$ cat config.mk
export PLATFORM = sky130hd
export DESIGN_NAME = block_router
export DESIGN_NICKNAME = d
export VERILOG_FILES = /design/src/rtl/block_router.sv
export SDC_FILE = /design/constraint.sdc
export NUM_CORES = 1
export LEC_CHECK = 0
export BUFFER_PORTS_ARGS = -buffer_cell sky130_fd_sc_hd__buf_2
export CORE_UTILIZATION = 48
export CTS_CLUSTER_DIAMETER = 100
export DETAILED_ROUTE_END_ITERATION = 10
export PLACE_DENSITY = 0.76
export SYNTH_ARGS = -nofsm -noshare
export SYNTH_HDL_FRONTEND = slang
export SYNTH_SLANG_ARGS = --single-unit
$ cat constraint.sdc
create_clock -name clk -period 1.7 [get_ports clk]
set_input_delay 0.34 -clock clk [delete_from_list [all_inputs] [get_ports clk]]
set_output_delay 0.34 -clock clk [all_outputs]
set_load 0.02 [all_outputs]
$ cat src/rtl/block_router.sv
// block_router
//   Sorts blocks arriving from the receive shifter into three kinds:
//   plaintext (forwarded to the buffer through a valid/ready hold stage),
//   key material (written to a key register slot), and header commands
//   (load-key / select-slot / error). A header is any block whose bits
//   [BLOCK_W-1:8] match MAGIC; its low byte is {op[1:0], idx[5:0]}.
//
//   Header ops:
//     op=00, idx<KEY_SLOTS : next accepted block is stored verbatim as key[idx]
//     op=01, idx<KEY_SLOTS : active_slot <= idx
//     anything else        : one-cycle cmd_err pulse
//
// Ports
//   clk          in   system clock
//   reset        in   synchronous, active-low reset
//   block        in   [BLOCK_W] incoming block
//   write_en     in   block valid; ignored (dropped) while in_ready=0
//   in_ready     out  combinational; high in IDLE and WAIT_KEY
//   pt_block     out  [BLOCK_W] plaintext block to the buffer
//   pt_valid     out  pt_block valid, held until pt_ready is sampled high
//   pt_ready     in   downstream accepts pt_block
//   key_block    out  [BLOCK_W] key value
//   key_slot     out  [SLOT_W] destination slot of key_block
//   key_write    out  one-cycle key-register write strobe
//   active_slot  out  [SLOT_W] slot selected for encryption
//   cmd_err      out  one-cycle error pulse
//
// Optional feature
//   KEYSEL_TIMEOUT_EN : when defined, WAIT_KEY gives up after TIMEOUT cycles
//   without a key (cmd_err pulse, back to IDLE). When undefined, WAIT_KEY
//   waits indefinitely and TIMEOUT has no effect.
//
// State     | meaning
// ----------+-----------------------------------------------------------
// IDLE      | ready for a new block
// CHECK     | one cycle decoding the captured block (header or plaintext)
// WAIT_KEY  | load-key header seen; next accepted block is the key
// HOLD_PT   | plaintext presented, waiting for pt_ready

module block_router #(
    parameter int                 BLOCK_W   = 128,
    parameter int                 KEY_SLOTS = 4,
    parameter logic [BLOCK_W-1:0] MAGIC     = BLOCK_W'(128'hDEADBEEF_DEADBEEF_DEADBEEF_DEADBE00),
    parameter int                 TIMEOUT   = 1024,
    localparam int                SLOT_W    = $clog2(KEY_SLOTS)
) (
    input  logic               clk,
    input  logic               reset,
    input  logic [BLOCK_W-1:0] block,
    input  logic               write_en,
    output logic               in_ready,
    output logic [BLOCK_W-1:0] pt_block,
    output logic               pt_valid,
    input  logic               pt_ready,
    output logic [BLOCK_W-1:0] key_block,
    output logic [SLOT_W-1:0]  key_slot,
    output logic               key_write,
    output logic [SLOT_W-1:0]  active_slot,
    output logic               cmd_err
);

    typedef enum logic [1:0] {
        IDLE     = 2'd0,
        CHECK    = 2'd1,
        WAIT_KEY = 2'd2,
        HOLD_PT  = 2'd3
    } state_t;

    // idx is 6 bits wide; compare in 7 bits so KEY_SLOTS=64 still fits.
    localparam logic [6:0] SLOT_LIM = 7'(KEY_SLOTS);

    if (BLOCK_W < 16 || (BLOCK_W % 8) != 0) begin : g_bad_block_w
        $error("block_router: BLOCK_W must be a multiple of 8 and at least 16");
    end
    if (KEY_SLOTS < 2 || KEY_SLOTS > 64) begin : g_bad_key_slots
        $error("block_router: KEY_SLOTS must be in 2..64");
    end
    if (TIMEOUT < 1) begin : g_bad_timeout
        $error("block_router: TIMEOUT must be at least 1");
    end

    state_t             state;
    state_t             state_nx;
    logic [BLOCK_W-1:0] block_in;
    logic [BLOCK_W-1:0] block_in_nx;
    logic [SLOT_W-1:0]  pend_slot;
    logic [SLOT_W-1:0]  pend_slot_nx;
    logic [BLOCK_W-1:0] pt_block_nx;
    logic               pt_valid_nx;
    logic [BLOCK_W-1:0] key_block_nx;
    logic [SLOT_W-1:0]  key_slot_nx;
    logic               key_write_nx;
    logic [SLOT_W-1:0]  active_slot_nx;
    logic               cmd_err_nx;

    logic               is_header;
    logic [1:0]         op;
    logic [5:0]         idx;
    logic               idx_ok;

    assign is_header = (block_in[BLOCK_W-1:8] == MAGIC[BLOCK_W-1:8]);
    assign op        = block_in[7:6];
    assign idx       = block_in[5:0];
    assign idx_ok    = ({1'b0, idx} < SLOT_LIM);

    assign in_ready  = (state == IDLE) || (state == WAIT_KEY);

`ifdef KEYSEL_TIMEOUT_EN
    localparam int               CNT_W   = (TIMEOUT > 1) ? $clog2(TIMEOUT) : 1;
    localparam logic [CNT_W-1:0] TO_LAST = CNT_W'(TIMEOUT - 1);

    logic [CNT_W-1:0] to_cnt;
    logic [CNT_W-1:0] to_cnt_nx;
    logic             to_hit;

    assign to_hit = (to_cnt == TO_LAST);
`endif

    always_comb begin
        state_nx       = state;
        block_in_nx    = block_in;
        pend_slot_nx   = pend_slot;
        pt_block_nx    = pt_block;
        pt_valid_nx    = pt_valid;
        key_block_nx   = key_block;
        key_slot_nx    = key_slot;
        key_write_nx   = 1'b0;
        active_slot_nx = active_slot;
        cmd_err_nx     = 1'b0;
`ifdef KEYSEL_TIMEOUT_EN
        to_cnt_nx      = to_cnt;
`endif

        unique case (state)
            IDLE: begin
                if (write_en) begin
                    block_in_nx = block;
                    state_nx    = CHECK;
                end
            end

            CHECK: begin
                if (is_header) begin
                    if (op == 2'b00 && idx_ok) begin
                        pend_slot_nx = idx[SLOT_W-1:0];
                        state_nx     = WAIT_KEY;
`ifdef KEYSEL_TIMEOUT_EN
                        to_cnt_nx    = '0;
`endif
                    end else if (op == 2'b01 && idx_ok) begin
                        active_slot_nx = idx[SLOT_W-1:0];
                        state_nx       = IDLE;
                    end else begin
                        cmd_err_nx = 1'b1;
                        state_nx   = IDLE;
                    end
                end else begin
                    pt_block_nx = block_in;
                    pt_valid_nx = 1'b1;
                    state_nx    = HOLD_PT;
                end
            end

            WAIT_KEY: begin
                // The key is taken verbatim; it is never decoded as a header.
                // A key arriving on the terminal-count cycle beats the timeout.
                if (write_en) begin
                    key_block_nx = block;
                    key_slot_nx  = pend_slot;
                    key_write_nx = 1'b1;
                    state_nx     = IDLE;
                end
`ifdef KEYSEL_TIMEOUT_EN
                else if (to_hit) begin
                    cmd_err_nx = 1'b1;
                    state_nx   = IDLE;
                end else begin
                    to_cnt_nx = to_cnt + 1'b1;
                end
`else
                // No timeout: stay here until a key arrives.
`endif
            end

            HOLD_PT: begin
                if (pt_ready) begin
                    pt_valid_nx = 1'b0;
                    state_nx    = IDLE;
                end
            end

            default: begin
                state_nx = IDLE;
            end
        endcase
    end

    always_ff @(posedge clk) begin
        if (!reset) begin
            state <= IDLE;
        end else begin
            state <= state_nx;
        end
    end

    always_ff @(posedge clk) begin
        if (!reset) begin
            block_in    <= '0;
            pend_slot   <= '0;
            pt_block    <= '0;
            pt_valid    <= 1'b0;
            key_block   <= '0;
            key_slot    <= '0;
            key_write   <= 1'b0;
            active_slot <= '0;
            cmd_err     <= 1'b0;
`ifdef KEYSEL_TIMEOUT_EN
            to_cnt      <= '0;
`endif
        end else begin
            block_in    <= block_in_nx;
            pend_slot   <= pend_slot_nx;
            pt_block    <= pt_block_nx;
            pt_valid    <= pt_valid_nx;
            key_block   <= key_block_nx;
            key_slot    <= key_slot_nx;
            key_write   <= key_write_nx;
            active_slot <= active_slot_nx;
            cmd_err     <= cmd_err_nx;
`ifdef KEYSEL_TIMEOUT_EN
            to_cnt      <= to_cnt_nx;
`endif
        end
    end

endmodule

==> flow_results.org <==
** STA
- Setup repair after global routing missed its margin :: true
- The max-slew violation count is 0.
- For this run, the top clock speed supported by timing is 504 MHz.
- Worst setup slack after layout :: -0.284 ns
- Relative slew margins :: 69.6%
- Setup-violating endpoint count in the final report :: 133
- Total negative setup slack :: -31.59 ns
- Post-Route Hold Slack :: 0.0727 ns
- Fin. Hold Viols :: 0
- For the pin with the worst max-slew slack, the measured transition is 0.456 ns.
- Minimum clock period after layout :: 1.98 ns
- Between clock sinks in the finished design, the worst skew comes to 0.0223 ns.
- Ratio of final minimum period to clock period :: 117%

** Global routing
- GR Util met1 :: 31.0%
- Sum of overflow across all layers after global routing :: 0
- Vias in the first global route :: 12900
- For this run, global-route usage on met3 was measured as 5.94%.
- GRT Util Overall :: 25.1%
- The first global-routing pass estimated 66500 um of wire.
- Entering global routing, the biggest net connects 122 pins.
- GRT busiest layer :: met2
- For this run, global-route usage on met2 was measured as 43.3%.
- The initial antenna violation count is 0.

** Drt
- Summing over every cut layer, the via total after detailed routing is 13400.
- DRT iter0 DRCs :: 721
- Total wire length :: 42000 um
- The pre-antenna-repair detailed-routing pass consisted of 6 iterations.
- DRC violations left :: 0
- Routed len/inst :: 15.9 um
- Remaining antenna violation count :: 0
- Vias per Instance :: 5.07

** Yosys
- Of all flip-flops after synthesis, the portion carrying an async set or reset was 0%.
- Synthesis inferred 395 register bits.
- The cell area that synthesis handed to floorplanning was 15300 um2.
- Warning count from the yosys run :: 0
- Synth cell types :: 31
- Among all flip-flop cells after synthesis, the most frequent one is sky130_fd_sc_hd__dfxtp_1.
- Post-synthesis sequential area ratio :: 51.7%
- Cells after Synth :: 1765
- The number of nets handed over by synthesis was 1897.
- Number of flops mapped to enable cells by yosys :: 0
- Synth Area per Inst :: 8.66 um2

** Run
- Across the run, the number of max-cap violations was 0.

** Power and ir drop
- Power per Cell Area :: 1060 nW/um2
- The design draws 21.3 mW.
- Leak pwr :: 8.52 nW
- Highest ir drop seen on vdd :: 0.000802 V

** Clock tree
- The later pin in the worst-skew pair is clocked with a latency of 0.53 ns.
- Clock Tree Buf Depth :: 3
- Clock tree synthesis inserted a total of 42 buffers.
- In this run the clock root is driven by a sky130_fd_sc_hd__clkbuf_16.
- The clock drives 395 sinks.
- TritonCTS built the clock tree.
- After clock tree synthesis, the flow added hold-fix buffers numbering 0.
- H-tree levels :: 2
- Clk pin slew, worst setup/hold paths :: 0.06 ns

** Floorplan
- In this run the vertical extent of the chip is 180 um.
- Once the floorplan was initialized, standard cells occupied 49.3% of the core.
- The total area inside the core boundary comes to 31000 um2.
- Measured along the x axis, the die boundary spans 180 um.
- After floorplanning, the core was divided into 64 placement rows.
- 396 I/O pins were placed.
- Overall die area :: 32600 um2

** Placed design
- The wire-length estimate of the detail-placed layout is 30100 um.
- GP Congestion :: 0.789
- Instance count after placement with tap cells included :: 2572
- Buffers on Ports :: 395

** Final layout
- N_diodes :: 0
- In the layout the commonest cells are sky130_fd_sc_hd__nand2_1 (783), sky130_fd_sc_hd__buf_2 (394), sky130_fd_sc_hd__dfxtp_1 (385).
- The library cell used most frequently in the layout, excluding fill and tap cells, is sky130_fd_sc_hd__nand2_1.
- Compared with the post-synthesis result, the final layout area differs by 31.0%.
- Final Non-Filler Cells :: 2646
- Fraction of final layout cells with drive strength greater than 1 :: 28.3%
- Net count of the finished layout :: 2356

** Critical path
- STA puts the critical path data arrival time at 2.43 ns.
- Startpoint type of the worst setup path :: flop
- Data required time at the worst endpoint :: 2.15 ns
- The worst setup path is captured at a flop.
- The worst setup path is of the flop to flop kind.
- Along the worst path, the maximum fanout reaches 25.

** Min path
- Path category of the worst min-delay check :: input pin to flop

** Outcome
- The final reports fail on setup timing.
- Status :: complete, but fails checks
-- critical path, stage by stage, from the launching register on --
cell and delay (ns):
sky130_fd_sc_hd__dfxtp_2 0.32, sky130_fd_sc_hd__nand4b_1 0.24, sky130_fd_sc_hd__nor4_2 0.29, sky130_fd_sc_hd__buf_4 0.18
sky130_fd_sc_hd__nand4_1 0.14, sky130_fd_sc_hd__o21a_4 0.32, sky130_fd_sc_hd__buf_12 0.20, sky130_fd_sc_hd__mux2i_1 0.20
-- logic make-up after synthesis --
group | Yosys count | share of synthesized area (%)
AND/OR/NAND/NOR | 843 | 22.3
flip-flops | 395 | 51.7
AO/OA/AOI/OAI | 263 | 12.9
multiplexers | 132 | 8.64
buffers and inverters | 132 | 4.53
-- where the power goes --
group / internal (mW) / leakage, nW / switching [mW]
combinational: 1.12 / 4.67 / 1.50
sequential: 9.67 / 3.21 / 0.229
clock: 5.21 / 0.642 / 3.56
-- metrics by stage --
| stage | setup slack [ns] | util (%) | area [um2] |
|---|---|---|---|
| final | -0.284 | 64.7 | 20000 |
| after global placement | -0.419 | 59.8 | 18500 |
| after CTS | -0.254 | 64.4 | 20000 |
| after detailed placement | -0.482 | 59.8 | 18500 |
| after floorplan | -0.0336 | - | 15300 |
| after global routing | -0.378 | 64.7 | 20000 |
-- cell usage after synthesis, types with 2 or more instances --
cell | instances | area share [%]
sky130_fd_sc_hd__nand2_1 | 783 | 19
sky130_fd_sc_hd__dfxtp_1 | 395 | 52
sky130_fd_sc_hd__a21boi_0 | 258 | 13
sky130_fd_sc_hd__mux2i_1 | 132 | 8.6
sky130_fd_sc_hd__clkbuf_1 | 111 | 2.7
sky130_fd_sc_hd__nand4b_1 | 13 | 0.74
sky130_fd_sc_hd__buf_12 | 10 | 1.3
sky130_fd_sc_hd__nand4_1 | 10 | 0.41
sky130_fd_sc_hd__nand4bb_1 | 9 | 0.66
sky130_fd_sc_hd__nor2_1 | 8 | 0.20
sky130_fd_sc_hd__buf_1 | 4 | 0.098
sky130_fd_sc_hd__nor4_1 | 4 | 0.16
sky130_fd_sc_hd__nor4_2 | 4 | 0.33
sky130_fd_sc_hd__buf_6 | 3 | 0.22
sky130_fd_sc_hd__and3_1 | 2 | 0.082
sky130_fd_sc_hd__inv_1 | 2 | 0.049
sky130_fd_sc_hd__nor3_1 | 2 | 0.065
sky130_fd_sc_hd__o21ai_0 | 2 | 0.065
-- layout make-up --
class	instances	area [um2]
Fill cell	2582	11000
Sequential cell	395	7920
Multi-Input combinational cell	1238	6830
Timing Repair Buffer	545	3460
Clock buffer	64	1250
Tap cell	396	495
Clock inverter	6	63.8
Inverter	2	7.51
-- what timing repair did --
item | 4_1_cts | 5_1_grt
hold endpoints to repair | 0 | 0
gates resized for setup | 18 | 13
buffers inserted | 3 | 2
setup endpoints to repair | 136 | 138
pin swaps | 12 | 8
cloned | 0 | 1
-- state kept, by name (all words and copies together), names as in the netlist --
signal	cells
block_in	128
key_block	128
pt_block	128
active_slot	2
key_slot	2
pend_slot	2
state	2
cmd_err	1
key_write	1
pt_valid	1
-- worst paths after layout --
kind                        startpoint                          end  slack, ns  depth (start not counted)
max          block_in[81]$_SDFFE_PN0P_    pt_block[92]$_SDFFE_PN0P_      -0.28                          7
min                         block[101]  key_block[101]$_SDFFE_PN0P_       0.07                          3
max reg2reg  block_in[81]$_SDFFE_PN0P_    pt_block[92]$_SDFFE_PN0P_      -0.28                          7
min reg2reg  pt_block[69]$_SDFFE_PN0P_    pt_block[69]$_SDFFE_PN0P_       0.45                          2
-- per-layer routing --
metal,share of wire (%),vias up
met1,43,6287
met5,0,-
li1,-,6658
met3,6.9,75
met4,2.6,0
met2,47,388
(Power assumes the default switching activity.)
